===== config.mk =====
export PLATFORM = sky130hd
export DESIGN_NAME = mult_datapath
export DESIGN_NICKNAME = d
export VERILOG_FILES = /design/src/rtl/mult_pkg.sv /design/src/rtl/mult_bit_counter.sv /design/src/rtl/mult_datapath.sv
export SDC_FILE = /design/constraint.sdc
export NUM_CORES = 1
export LEC_CHECK = 0
export CAP_MARGIN = 20
export CORE_MARGIN = 1
export CORE_UTILIZATION = 40
export DETAILED_ROUTE_END_ITERATION = 16
export PLACE_DENSITY = 0.72
export SYNTH_ARGS = -nofsm -noshare
export SYNTH_HDL_FRONTEND = slang
export SYNTH_SLANG_ARGS = --single-unit

===== constraint.sdc =====
create_clock -name Clk -period 1.75 [get_ports Clk]
set_input_delay 0.4375 -clock Clk [delete_from_list [all_inputs] [get_ports Clk]]
set_output_delay 0.4375 -clock Clk [all_outputs]
set_load 0.01 [all_outputs]

===== src/rtl/mult_pkg.sv =====
// Shared definitions for the shift-and-add multiplier (datapath and control FSM).
package mult_pkg;

   localparam int MULT_N = 4;

   // Bit-counter width for an n-bit operand; at least one bit so the counter always exists.
   function automatic int cntWidth(input int n);
      return (n > 1) ? $clog2(n) : 1;
   endfunction

   typedef logic [2*MULT_N:0]   acc_t;
   typedef logic [2*MULT_N-1:0] prod_t;

endpackage


===== src/rtl/mult_bit_counter.sv =====
// Saturating bit counter: counts shifts and flags the last multiplier bit.
module mult_bit_counter
   import mult_pkg::*;
#(
   parameter int N  = MULT_N,
   parameter int CW = cntWidth(MULT_N)
) (
   input  logic          clk_i,
   input  logic          rst_ni,
   input  logic          clear_i,
   input  logic          enable_i,
   output logic [CW-1:0] cnt_o,
   output logic          k_o
);

   localparam logic [CW-1:0] LastBit = CW'(N - 1);

   logic [CW-1:0] cnt_q;
   logic [CW-1:0] cnt_d;

   // Clear wins over counting; once the last bit is reached the count holds there instead of wrapping.
   always_comb begin
      cnt_d = cnt_q;
      if (clear_i) begin
         cnt_d = '0;
      end else if (enable_i && (cnt_q != LastBit)) begin
         cnt_d = cnt_q + 1'b1;
      end
   end

   // Counter register, cleared immediately by the asynchronous reset.
   always_ff @(posedge clk_i or negedge rst_ni) begin
      if (!rst_ni) begin
         cnt_q <= '0;
      end else begin
         cnt_q <= cnt_d;
      end
   end

   assign cnt_o = cnt_q;
   assign k_o   = (cnt_q == LastBit);

endmodule


===== src/rtl/mult_datapath.sv =====
// Shift-and-add multiplier datapath driven by the control FSM strobes.
// Optional macro MULT_PRODUCT_HOLD_EN: registers Product on Done and holds it until the next Load.
module mult_datapath
   import mult_pkg::*;
#(
   parameter int N = MULT_N
) (
   input  logic         Clk,
   input  logic         Reset_n,
   input  logic         Load,
   input  logic         Ad,
   input  logic         Sh,
   input  logic         Done,
   input  logic [N-1:0] Multiplier,
   input  logic [N-1:0] Multiplicand,
   output logic         M,
   output logic         K,
   output logic [2*N-1:0] Product,
   output logic         Product_valid
);

   localparam int CW = cntWidth(N);

   logic [2*N:0]  acc_q;
   logic [2*N:0]  acc_d;
   logic [N:0]    sum;
   logic [CW-1:0] cnt;
   logic          cntEnable;

   // Upper half plus multiplicand, kept N+1 bits wide so the carry lands in ACC[2N].
   always_comb begin
      sum = {1'b0, acc_q[2*N-1:N]} + {1'b0, Multiplicand};
   end

   // Accumulator next state: Load beats everything, then fused add+shift, add alone, shift alone, hold.
   always_comb begin
      acc_d = acc_q;
      if (Load) begin
         acc_d = {{(N+1){1'b0}}, Multiplier};
      end else if (Ad && Sh) begin
         acc_d = {1'b0, sum, acc_q[N-1:1]};
      end else if (Ad) begin
         acc_d = {sum, acc_q[N-1:0]};
      end else if (Sh) begin
         acc_d = {1'b0, acc_q[2*N:1]};
      end
   end

   // Accumulator register, discarded immediately on reset.
   always_ff @(posedge Clk or negedge Reset_n) begin
      if (!Reset_n) begin
         acc_q <= '0;
      end else begin
         acc_q <= acc_d;
      end
   end

   assign cntEnable = Sh && !Load;

   mult_bit_counter #(
      .N  (N),
      .CW (CW)
   ) u_counter (
      .clk_i    (Clk),
      .rst_ni   (Reset_n),
      .clear_i  (Load),
      .enable_i (cntEnable),
      .cnt_o    (cnt),
      .k_o      (K)
   );

   assign M = acc_q[0];

`ifdef MULT_PRODUCT_HOLD_EN
   logic [2*N-1:0] product_q;
   logic           valid_q;

   // Capture the result on Done and keep it while the next operation reuses the accumulator.
   always_ff @(posedge Clk or negedge Reset_n) begin
      if (!Reset_n) begin
         product_q <= '0;
         valid_q   <= 1'b0;
      end else if (Load) begin
         valid_q   <= 1'b0;
      end else if (Done) begin
         product_q <= acc_q[2*N-1:0];
         valid_q   <= 1'b1;
      end
   end

   assign Product       = product_q;
   assign Product_valid = valid_q;
`else
   // Without the hold register the accumulator is the product, valid only while Done is asserted.
   assign Product       = acc_q[2*N-1:0];
   assign Product_valid = Done;
   logic unusedCnt;
   assign unusedCnt = ^cnt;
`endif

endmodule


Yosys cells after proc, flatten, opt, wreduce, memory -nomap -nowiden:

Cells that the tools add are included.

* word-level logic and storage cells: 22
* output and inout port bits: 11
* input port bits: 14
* register bits after elaboration: 11

* equal/unequal tests: 3
* reduce and logical (&&, ||, !) cells: 8
* multiplexer cells: 6
* add/sub/neg operators: 2

Operators with widths (number)
* 9-bit two-way mux: 4
* 4-bit by 4-bit adder with 5-bit output: 1
* 2-bit two-way mux: 2
* 4-bit nonzero test: 1
* 1-bit logical AND: 3
* 3-bit by 2-bit inequality test with 1-bit output (second input constant): 1
* 3-bit nonzero test: 1
* 2-bit by 1-bit adder with 2-bit output (second input constant): 1
* 2-bit equality test (second input constant): 1
* 2-bit inequality test (second input constant): 1
* 2-bit AND reduction: 1
* 2-bit nonzero test: 1
* 1-bit logical NOT: 1

Logic depth before layout (Yosys ltp):

Gate-level depths: netlist of the first run.

* depth in word-level cells: 5
* gate-level depth with buffers: 6
* mapped depth without buffers: 6

Modules after synthesis:

A second synthesis of the first run with hierarchy kept.

* cell total of the unflattened synthesis: 78
* area total of the unflattened synthesis: 790.8 µm²

Modules (own cells, without submodules)
* mult_datapath: cells each 68, area an instance 666.9 µm², times used 1, sequential area each 225.2 µm²
* mult_bit_counter: cells each 10, area an instance 123.9 µm², times used 1, sequential area each 50.0 µm²

Worst setup path after synthesis of the first run:

No wires, ideal clock.

* path type: input -> register
* start point: in Multiplicand[0]
* end point: reg acc_q[4]
* buffers on the path: 0
* stages: 4
* data required time: 1.621 ns
* setup slack: -0.043 ns
* data arrival time: 1.664 ns
* cells stage by stage: ha_1 > fa_1 > mux4_1 > nor2b_1

* word-level cells in the longest chain between the ends: 4

Ends and longest elaborated chain
* start: declaration: RTL line mult_datapath.sv:15 `input logic [N-1:0] Multiplicand,`
* 4-bit by 4-bit adder with 5-bit output (*): RTL line mult_datapath.sv:32 `sum = {1'b0, acc_q[2*N-1:N]} + {1'b0, Multiplicand};`
* 9-bit two-way mux: RTL line mult_datapath.sv:42 `end else if (Ad) begin`
* 9-bit two-way mux (*): RTL line mult_datapath.sv:40 `end else if (Ad && Sh) begin`
* 9-bit two-way mux (*): RTL line mult_datapath.sv:38 `if (Load) begin`
* end signal: assignment: RTL line mult_datapath.sv:52 `acc_q <= '0;`
* end signal: assignment: RTL line mult_datapath.sv:54 `acc_q <= acc_d;`
* end: declaration: RTL line mult_datapath.sv:24 `logic [2*N:0] acc_q;`

Every way passes the cells marked *; elsewhere a longest branch is shown, timed or not. The select of a mux whose other input is x is not followed.
A chain may end at the register's enable or synchronous reset.

Worst setup path in the final report of the first run:

* start point: reg acc_q[4]
* end point: reg acc_q[4]

* word-level cells in the longest chain between the ends: 4

Ends and longest elaborated chain (RTL line)
* 4-bit by 4-bit adder with 5-bit output (*): mult_datapath.sv:32
* 9-bit two-way mux: mult_datapath.sv:42
* 9-bit two-way mux (*): mult_datapath.sv:40
* 9-bit two-way mux (*): mult_datapath.sv:38

Marks and branches as above.

==> run summary, run 1 <==
The run finished with clean final reports. The share of the clock period used by the worst path after layout was 99.5%. 0 antenna diodes ended up in the layout.

The tools report the maximum vdd ir drop as 0.000584 V. The startpoint-to-endpoint class of the critical path is reg2reg. Counting I/O delays and the setup requirement, the final critical path takes 1740 ps. Max-cap violations in this run came to 0.

In this run the critical register-to-register path is captured at acc_q[4]. The synthesized netlist devotes 16.3% of its cell area to compound gates. The run gives 1910 ps as the worst path required time. The first TritonRoute pass finished after 4 iterations.

The synthesized netlist contains 25 unique library cells. For this run, design rule violations remaining after detail routing come to 0. The CTS clock-pin slew for the worst setup and hold paths is 70 ps, and the gate count after technology mapping is 77. For this run, the number of standard cells in the final layout without fillers is 127.

For the wire length of the first global-routing pass, the log shows 2640 µm. Setup repair after global routing could not meet its margin everywhere. The fraction of layout instances using a drive strength above 1 works out to 22.5%. Summing over every cut layer, the via total after detailed routing is 635. Counting flops with an async set or reset pin after synthesis yields a share of 100%.

The slack of the worst reg-to-reg path came out at 10 ps. Buffers inserted during clock tree synthesis total 3. The biggest fanout along the worst timing path was 2. The count of nets left with antenna violations once routing finished came out at 0. Sequential cells were found to cover 36.1% of the synthesized design area. Cell at the root of the clock tree: sky130_fd_sc_hd__clkbuf_4. The count of port buffers added during placement came out at 22. The region available for standard cell placement spans 0.00176 mm². The overall die width came out at 45.6 µm. The number of hold-slack violations in the final timing report was 0. When the netlist entered floorplanning its net count stood at 97. Clock tree synthesis found a total of 11 sinks. The min-delay analysis places its worst path in the category in2async. The synthesized netlist devotes 2.30% of its cell area to XOR and XNOR gates.

Of the total synthesized cell area, the portion taken by AND, OR, NAND and NOR gates is 9.85%. After detailed routing, the average wire length per cell comes to 11.6 µm. The largest family of logic cells by synthesized area was compound AO/OA/AOI/OAI gates.

The number of global-route vias before repair is 641, and the ratio of routed vias to standard cells is 5.00. Timing analysis after detailed placement gives a worst setup slack of -542 ps. For the arrival time of the worst setup path, the log shows 1910 ps. TritonCTS built the clock tree. The share of synthesized cell area in full adder, half adder and majority cells was 10.8%. The most used flip-flop cell after synthesis is sky130_fd_sc_hd__dfrtp_1. The floorplan row count is 15.

In the synthesized netlist, mux cells make up 11.3% of the area. The area added between synthesis and finish was 39.6%. Clock latency on the worst-skew pair: 260 ps. The starting density of the core came out at 43.2%. The maximum achievable frequency was 575 MHz. Power spread over the standard cell area amounts to 681 mW/mm². In this run the worst setup path begins at acc_q[4]. Sorting the synthesized cells by area gives the leading types as sky130_fd_sc_hd__dfrtp_1 (36%), sky130_fd_sc_hd__buf_4 (8.9%), sky130_fd_sc_hd__ha_1 (8.2%).

The cell area after synthesis is 762 µm², and the final worst-path setup slack is 9.57 ps. For the number of hold-repair buffers added at the cts stage, the log shows 0. The floorplan die height is 45.6 µm. The static leakage is 0.510 nW. Register bit total from synthesis: 11.

The total negative slack was 0 ps; the number of setup violations in the final report was 0. The routed design has 1470 µm of wire. The worst setup path is launched from a flop. The count of pins over their slew limit was 0. For this run, the post-layout net count is 123. The violation count after the first detailed-routing iteration came out at 4. For the number of placed instances, taps included, the log shows 121.

The logs give 66.3% for the worst slew margin relative to its limit and 0 for the overall overflow remaining after global route. The Yosys step of the flow raised 0 warnings. The largest net degree at the start of global routing was 12.

Ranked by instance count, the synthesized netlist is headed by sky130_fd_sc_hd__dfrtp_1 (11), sky130_fd_sc_hd__buf_4 (9), sky130_fd_sc_hd__a21oi_1 (6), sky130_fd_sc_hd__mux2i_1 (6). Final hold analysis gives a worst-case slack of 505 ps. Summed over all instances, the cell type with the most area after synthesis is sky130_fd_sc_hd__dfrtp_1.

For the initial antenna violation count, the log shows 0. sky130_fd_sc_hd__dfrtp_1 is the most common cell in the netlist. Once detailed placement completed, the half-perimeter wirelength came to 1140 µm. The transition time at the pin with the least slew margin came out at 504 ps. Worst setup path endpoint: acc_q[4]. The I/O pin count is 25, and the clock skew after layout is 6.55 ps.

The buffer levels on the longest clock path is 2, and the global routing usage summed across all routing layers is 17.6%. The run gives 0.811 as the final RePlAce weighted congestion. Counting cells, the worst reg-to-reg path comes to 4. STA classifies the critical path endpoint as a flop. The floorplan step defined a die boundary enclosing 0.00208 mm². The number of synthesized flops with an enable pin was 0; the fraction of post-synthesis cell area in the top cell type by area was 36.1%. The H-tree depth reported by CTS was 1; the mean area per synthesized cell was 9.90 µm². The startpoint of the worst register-to-register path was acc_q[4].
==> state kept, by name (all words and copies together) (netlist names) <==
name and cells:
u_counter.cnt_o 2, acc_q 9
==> stage by stage <==
step	instance area [µm²]	util, %	power, W
floorplan	771	-	0.000453
finish	1060	60.3	0.000724
CTS	1030	58.6	0.000717
global placement	1000	56.9	0.000541
global route	1060	60.3	0.000780
detailed placement	1000	56.9	0.000544
==> logic make-up (layout without fill, tap and decap cells) <==
kind of cell | count (synthesis) | after routing
AND/OR/NAND/NOR | 16 | 16
multiplexers | 7 | 7
flip-flops | 11 | 11
AO/OA/AOI/OAI | 20 | 20
buffers and inverters | 15 | 40
XOR/XNOR | 2 | 2
adder cells (fa/ha/maj) | 6 | 6
==> worst max-delay path, cell delays in order (launching register included) <==
cell and delay [ps]:
sky130_fd_sc_hd__dfrtp_1 420, sky130_fd_sc_hd__ha_4 180, sky130_fd_sc_hd__fa_2 440, sky130_fd_sc_hd__mux4_2 470
sky130_fd_sc_hd__nor2b_4 130
==> power by group <==
part / leakage, nW / total, W / switching, W / internal [W]
combinational: 0.352 / 0.000258 / 0.000107 / 0.000151
clock: 0.0150 / 0.000170 / 0.0000816 / 0.0000881
sequential: 0.142 / 0.000297 / 0.0000190 / 0.000278
total: 0.510 / 0.000724 / 0.000208 / 0.000516
==> routing by layer <==
| layer | share of wire (%) | track usage (%) |
|---|---|---|
| met1 | 45 | 22.6 |
| met2 | 48 | 28.3 |
| met3 | 6.4 | 5.16 |
| met4 | 0.68 | 5.45 |
| met5 | 0 | 0 |
==> area by class of cell <==
type	count	area, µm²
timing repair buffer	34	309
sequential	11	275
tap	25	31.3
multi-input combinational	51	414
fill	158	701
clock buffer	4	26.3
inverter	2	7.51
==> worst min-delay path by stage <==
stage / start / slack [ps] / to / depth (start not counted)
6_report: Reset_n / 510 / acc_q[4] / 1
5_1_grt: Reset_n / 550 / acc_q[4] / 1
4_1_cts: Reset_n / 520 / acc_q[4] / 1
3_5_place_dp: u_counter.cnt_o[1] / 530 / u_counter.cnt_o[1] / 2
3_3_place_gp: u_counter.cnt_o[1] / 510 / u_counter.cnt_o[1] / 2
2_1_floorplan: Reset_n / 140 / acc_q[0] / 0
==> cell usage in the layout, fill, tap and decap left out, types with 2 or more instances in the layout <==
master                            netlist  layout
sky130_fd_sc_hd__inv_2                  2       2
sky130_fd_sc_hd__clkbuf_4               1       3
sky130_fd_sc_hd__dlygate4sd2_1          0       3
sky130_fd_sc_hd__mux2i_1                6       6
sky130_fd_sc_hd__a21oi_1                6       5
sky130_fd_sc_hd__a211oi_1               3       2
sky130_fd_sc_hd__nand2_1                5       5
sky130_fd_sc_hd__clkdlybuf4s50_1        0      17
sky130_fd_sc_hd__o21ai_1                5       5
sky130_fd_sc_hd__ha_1                   5       4
sky130_fd_sc_hd__or3_1                  2       2
sky130_fd_sc_hd__nor2_1                 5       5
sky130_fd_sc_hd__buf_4                  9      12
sky130_fd_sc_hd__a21o_1                 2       2
sky130_fd_sc_hd__a31oi_1                2       2
sky130_fd_sc_hd__dfrtp_1               11      11
==> repair_timing <==
action,in CTS,in global routing
gates resized for setup,5,7
setup buffers,1,1
endpoints found under the setup margin,8,5
pin swaps,1,2
Note: power is estimated with default switching activity, not from simulation.
==> run 2: changes to the inputs <==
--- a/config.mk
+++ b/config.mk
@@ -5,6 +5,7 @@
 export SDC_FILE = /design/constraint.sdc
 export NUM_CORES = 1
 export LEC_CHECK = 0
+export ABC_CLOCK_PERIOD_IN_PS = 1750
 export CAP_MARGIN = 20
 export CORE_MARGIN = 1
 export CORE_UTILIZATION = 40
==> results of run 2 <==
Final layout, timing and power as in run 1 (identical DEF).
==> run 3: changes to the inputs <==
--- a/config.mk
+++ b/config.mk
@@ -7,7 +7,7 @@
 export LEC_CHECK = 0
 export ABC_CLOCK_PERIOD_IN_PS = 1750
 export CAP_MARGIN = 20
-export CORE_MARGIN = 1
+export CORE_MARGIN = 4
 export CORE_UTILIZATION = 40
 export DETAILED_ROUTE_END_ITERATION = 16
 export PLACE_DENSITY = 0.72
==> run 3 against run 2 <==
Against the previous run: flip-flop and latch count unchanged; die area grew 28%; worst setup slack better by 4.5 ps; core utilization unchanged; critical endpoint unchanged.
==> run summary, run 3 (synthesis gave the netlist of run 1 again) <==
The logs give 0 for the total inserted antenna cells and 1920 ps for the worst path required time. The maximum vdd ir drop came out at 0.000383 V. For this run, design rule violations remaining after detail routing come to 0. The critical path is of the reg2reg type. The run gives 647 as the number of global-route vias before repair. For this block, the initial DRC count from the detailed router was 6. For the count of non-filler cells in the finished layout, the log shows 129. The smallest clock period supported by the final layout is computed as 1740 ps. The core region is 0.00176 mm².

The clock reaches the later pin of the worst-skew pair after 270 ps. The via count was 632. After filler insertion, the fill cell instance count of the layout stands at 171. The HPWL after detailed placement is 1210 µm. TritonCTS built the clock tree.

Along the worst path, the maximum fanout reaches 2. Measured against its own limit, the worst slew margin works out to 64.6%. Commonest non-fill, non-tap cell in the layout: sky130_fd_sc_hd__clkdlybuf4s50_1.

The run gives 4 as the number of iterations in the first detailed-routing pass. The register with the most flip-flops in the layout has 9 of them. Measured on the finished design, the core utilization comes to 60.3%. The tools report the wire length of the first global-routing pass as 2760 µm. The tools report the final total power as 0.000739 W.

The run gives 1 as the H-tree depth reported by CTS. The top cell types in the final layout, fill and taps aside, are sky130_fd_sc_hd__clkdlybuf4s50_1 (17), sky130_fd_sc_hd__buf_4 (14), sky130_fd_sc_hd__dfrtp_1 (11). In this run the deepest clock path goes through 2 buffers. For the initial antenna violation count, the log shows 0. Summed over all layers, the routed wires come to 1570 µm. For the pin with the worst max-slew slack, the measured transition is 529 ps. Across the routed clock network, the largest skew measured is 8.93 ps. The post-detailed-route wirelength per cell is 12.2 µm, and the CTS clock-pin slew for the worst setup and hold paths is 80 ps. For this design the ratio of total power to cell area is 695 mW/mm². The die covers 0.00267 mm².

The static leakage was 0.515 nW. At the end of routability-driven placement, the weighted congestion stood at 0.767. The tree is rooted in a sky130_fd_sc_hd__clkbuf_4. The final layout contains 125 nets. After layout, the worst path uses 99.2% of the clock period. Final antenna-violating net count: 0.

Setup repair after global routing could not meet its margin everywhere. The logs give 10 ps for the slack of the worst reg-to-reg path and 11 for the clock sink total. The overall overflow remaining after global route is 0, and the number of placed instances, taps included is 122. The logs give 0 for the number of hold-slack violations in the final timing report and 1910 ps for the arrival time of the worst setup path. Across the whole layout, storage elements account for 275 µm². 25 I/O pins were placed. More flip-flops sit in one register than any other, and that register is acc_q.

The count of port buffers added during placement came out at 22. In this run the worst hold path is classified as in2async. The logs give 0 for the count of pins over their slew limit and 0 for the max-cap violation count.

The floorplan has 15 rows. The critical path startpoint category is a flop. The floorplan die height was 51.6 µm; the area of combinational cells with multiple inputs was 400 µm².

The largest net degree at the start of global routing was 12. The number of clock buffers added by TritonCTS is 3. Setup violations remaining at the end of the flow were counted as 0. From left edge to right edge, the die measures 51.6 µm.

The ratio of routed vias to standard cells was 4.90. The flow ran to the end, and the final reports show no timing, DRC or antenna violations. Relative to the synthesized area, the layout overhead comes to 39.6%. The worst setup path is captured at a flop.

The post-route netlist has 22.1% of its cells at a drive strength greater than 1. For this configuration, the core starts out at a cell density of 43.2%. Global routing used 14.1% of the available tracks.

Static timing analysis puts the maximum clock frequency at 576 MHz.
-- run 3: timing repair --
action | 4_1_cts | 5_1_grt
hold buffers | 0 | 0
gates cloned | 0 | 0
pin swaps | 1 | 2
endpoints found under the setup margin | 8 | 4
gates resized for setup | 4 | 3
setup buffers | 2 | 1
-- run 3: per-stage QoR --
| step | hold WS (ps) | worst slack (ps) | cell area, µm² | TNS (ps) |
|---|---|---|---|---|
| 6_report | 504 | 14.1 | 1060 | 0 |
| 3_5_place_dp | 534 | -542 | 1010 | -2310 |
| 2_1_floorplan | 142 | -19.8 | 771 | -19.8 |
| 3_3_place_gp | 512 | -515 | 1010 | -2230 |
| 4_1_cts | 530 | -1.46 | 1050 | -1.46 |
| 5_1_grt | 526 | -30.2 | 1060 | -30.2 |
-- run 3: layout make-up --
cell class,instances,area share [%]
Timing Repair Buffer,36,30.4
Clock buffer,4,2.47
Sequential cell,11,25.9
Multi-Input combinational cell,51,37.6
Inverter,2,0.706
Tap cell,25,2.94
-- run 3: final timing paths --
| kind | to | startpoint | cells past startpoint |
|---|---|---|---|
| max in group asynchronous | u_counter.cnt_o[1] | Reset_n | 1 |
| hold / removal | acc_q[7] | Reset_n | 1 |
| min in group Clk | u_counter.cnt_o[1] | u_counter.cnt_o[1] | 2 |
| hold reg to reg | u_counter.cnt_o[1] | u_counter.cnt_o[1] | 2 |
| setup reg to reg | acc_q[4] | acc_q[4] | 4 |
| setup / recovery | acc_q[4] | acc_q[4] | 4 |
-- run 3: worst max-delay path: stages (launching register included) --
cell,delay [ps]
sky130_fd_sc_hd__dfrtp_1,420
sky130_fd_sc_hd__ha_4,180
sky130_fd_sc_hd__fa_2,440
sky130_fd_sc_hd__mux4_2,460
sky130_fd_sc_hd__nor2b_1,140
-- run 3: layer usage --
metal	part of all wire, %	vias to the layer above	GRT usage [%]
met5	0	-	0
met4	1.7	0	6.55
met3	5.0	4	3.44
met2	49	15	23.1
met1	45	295	17.2
li1	-	318	-
-- run 3: where the power goes --
part           total (W)  switching, W  internal, W
Clock           0.000182     0.0000934    0.0000883
Combinational   0.000261      0.000107     0.000154
Sequential      0.000296     0.0000189     0.000277
Total           0.000739      0.000220     0.000519
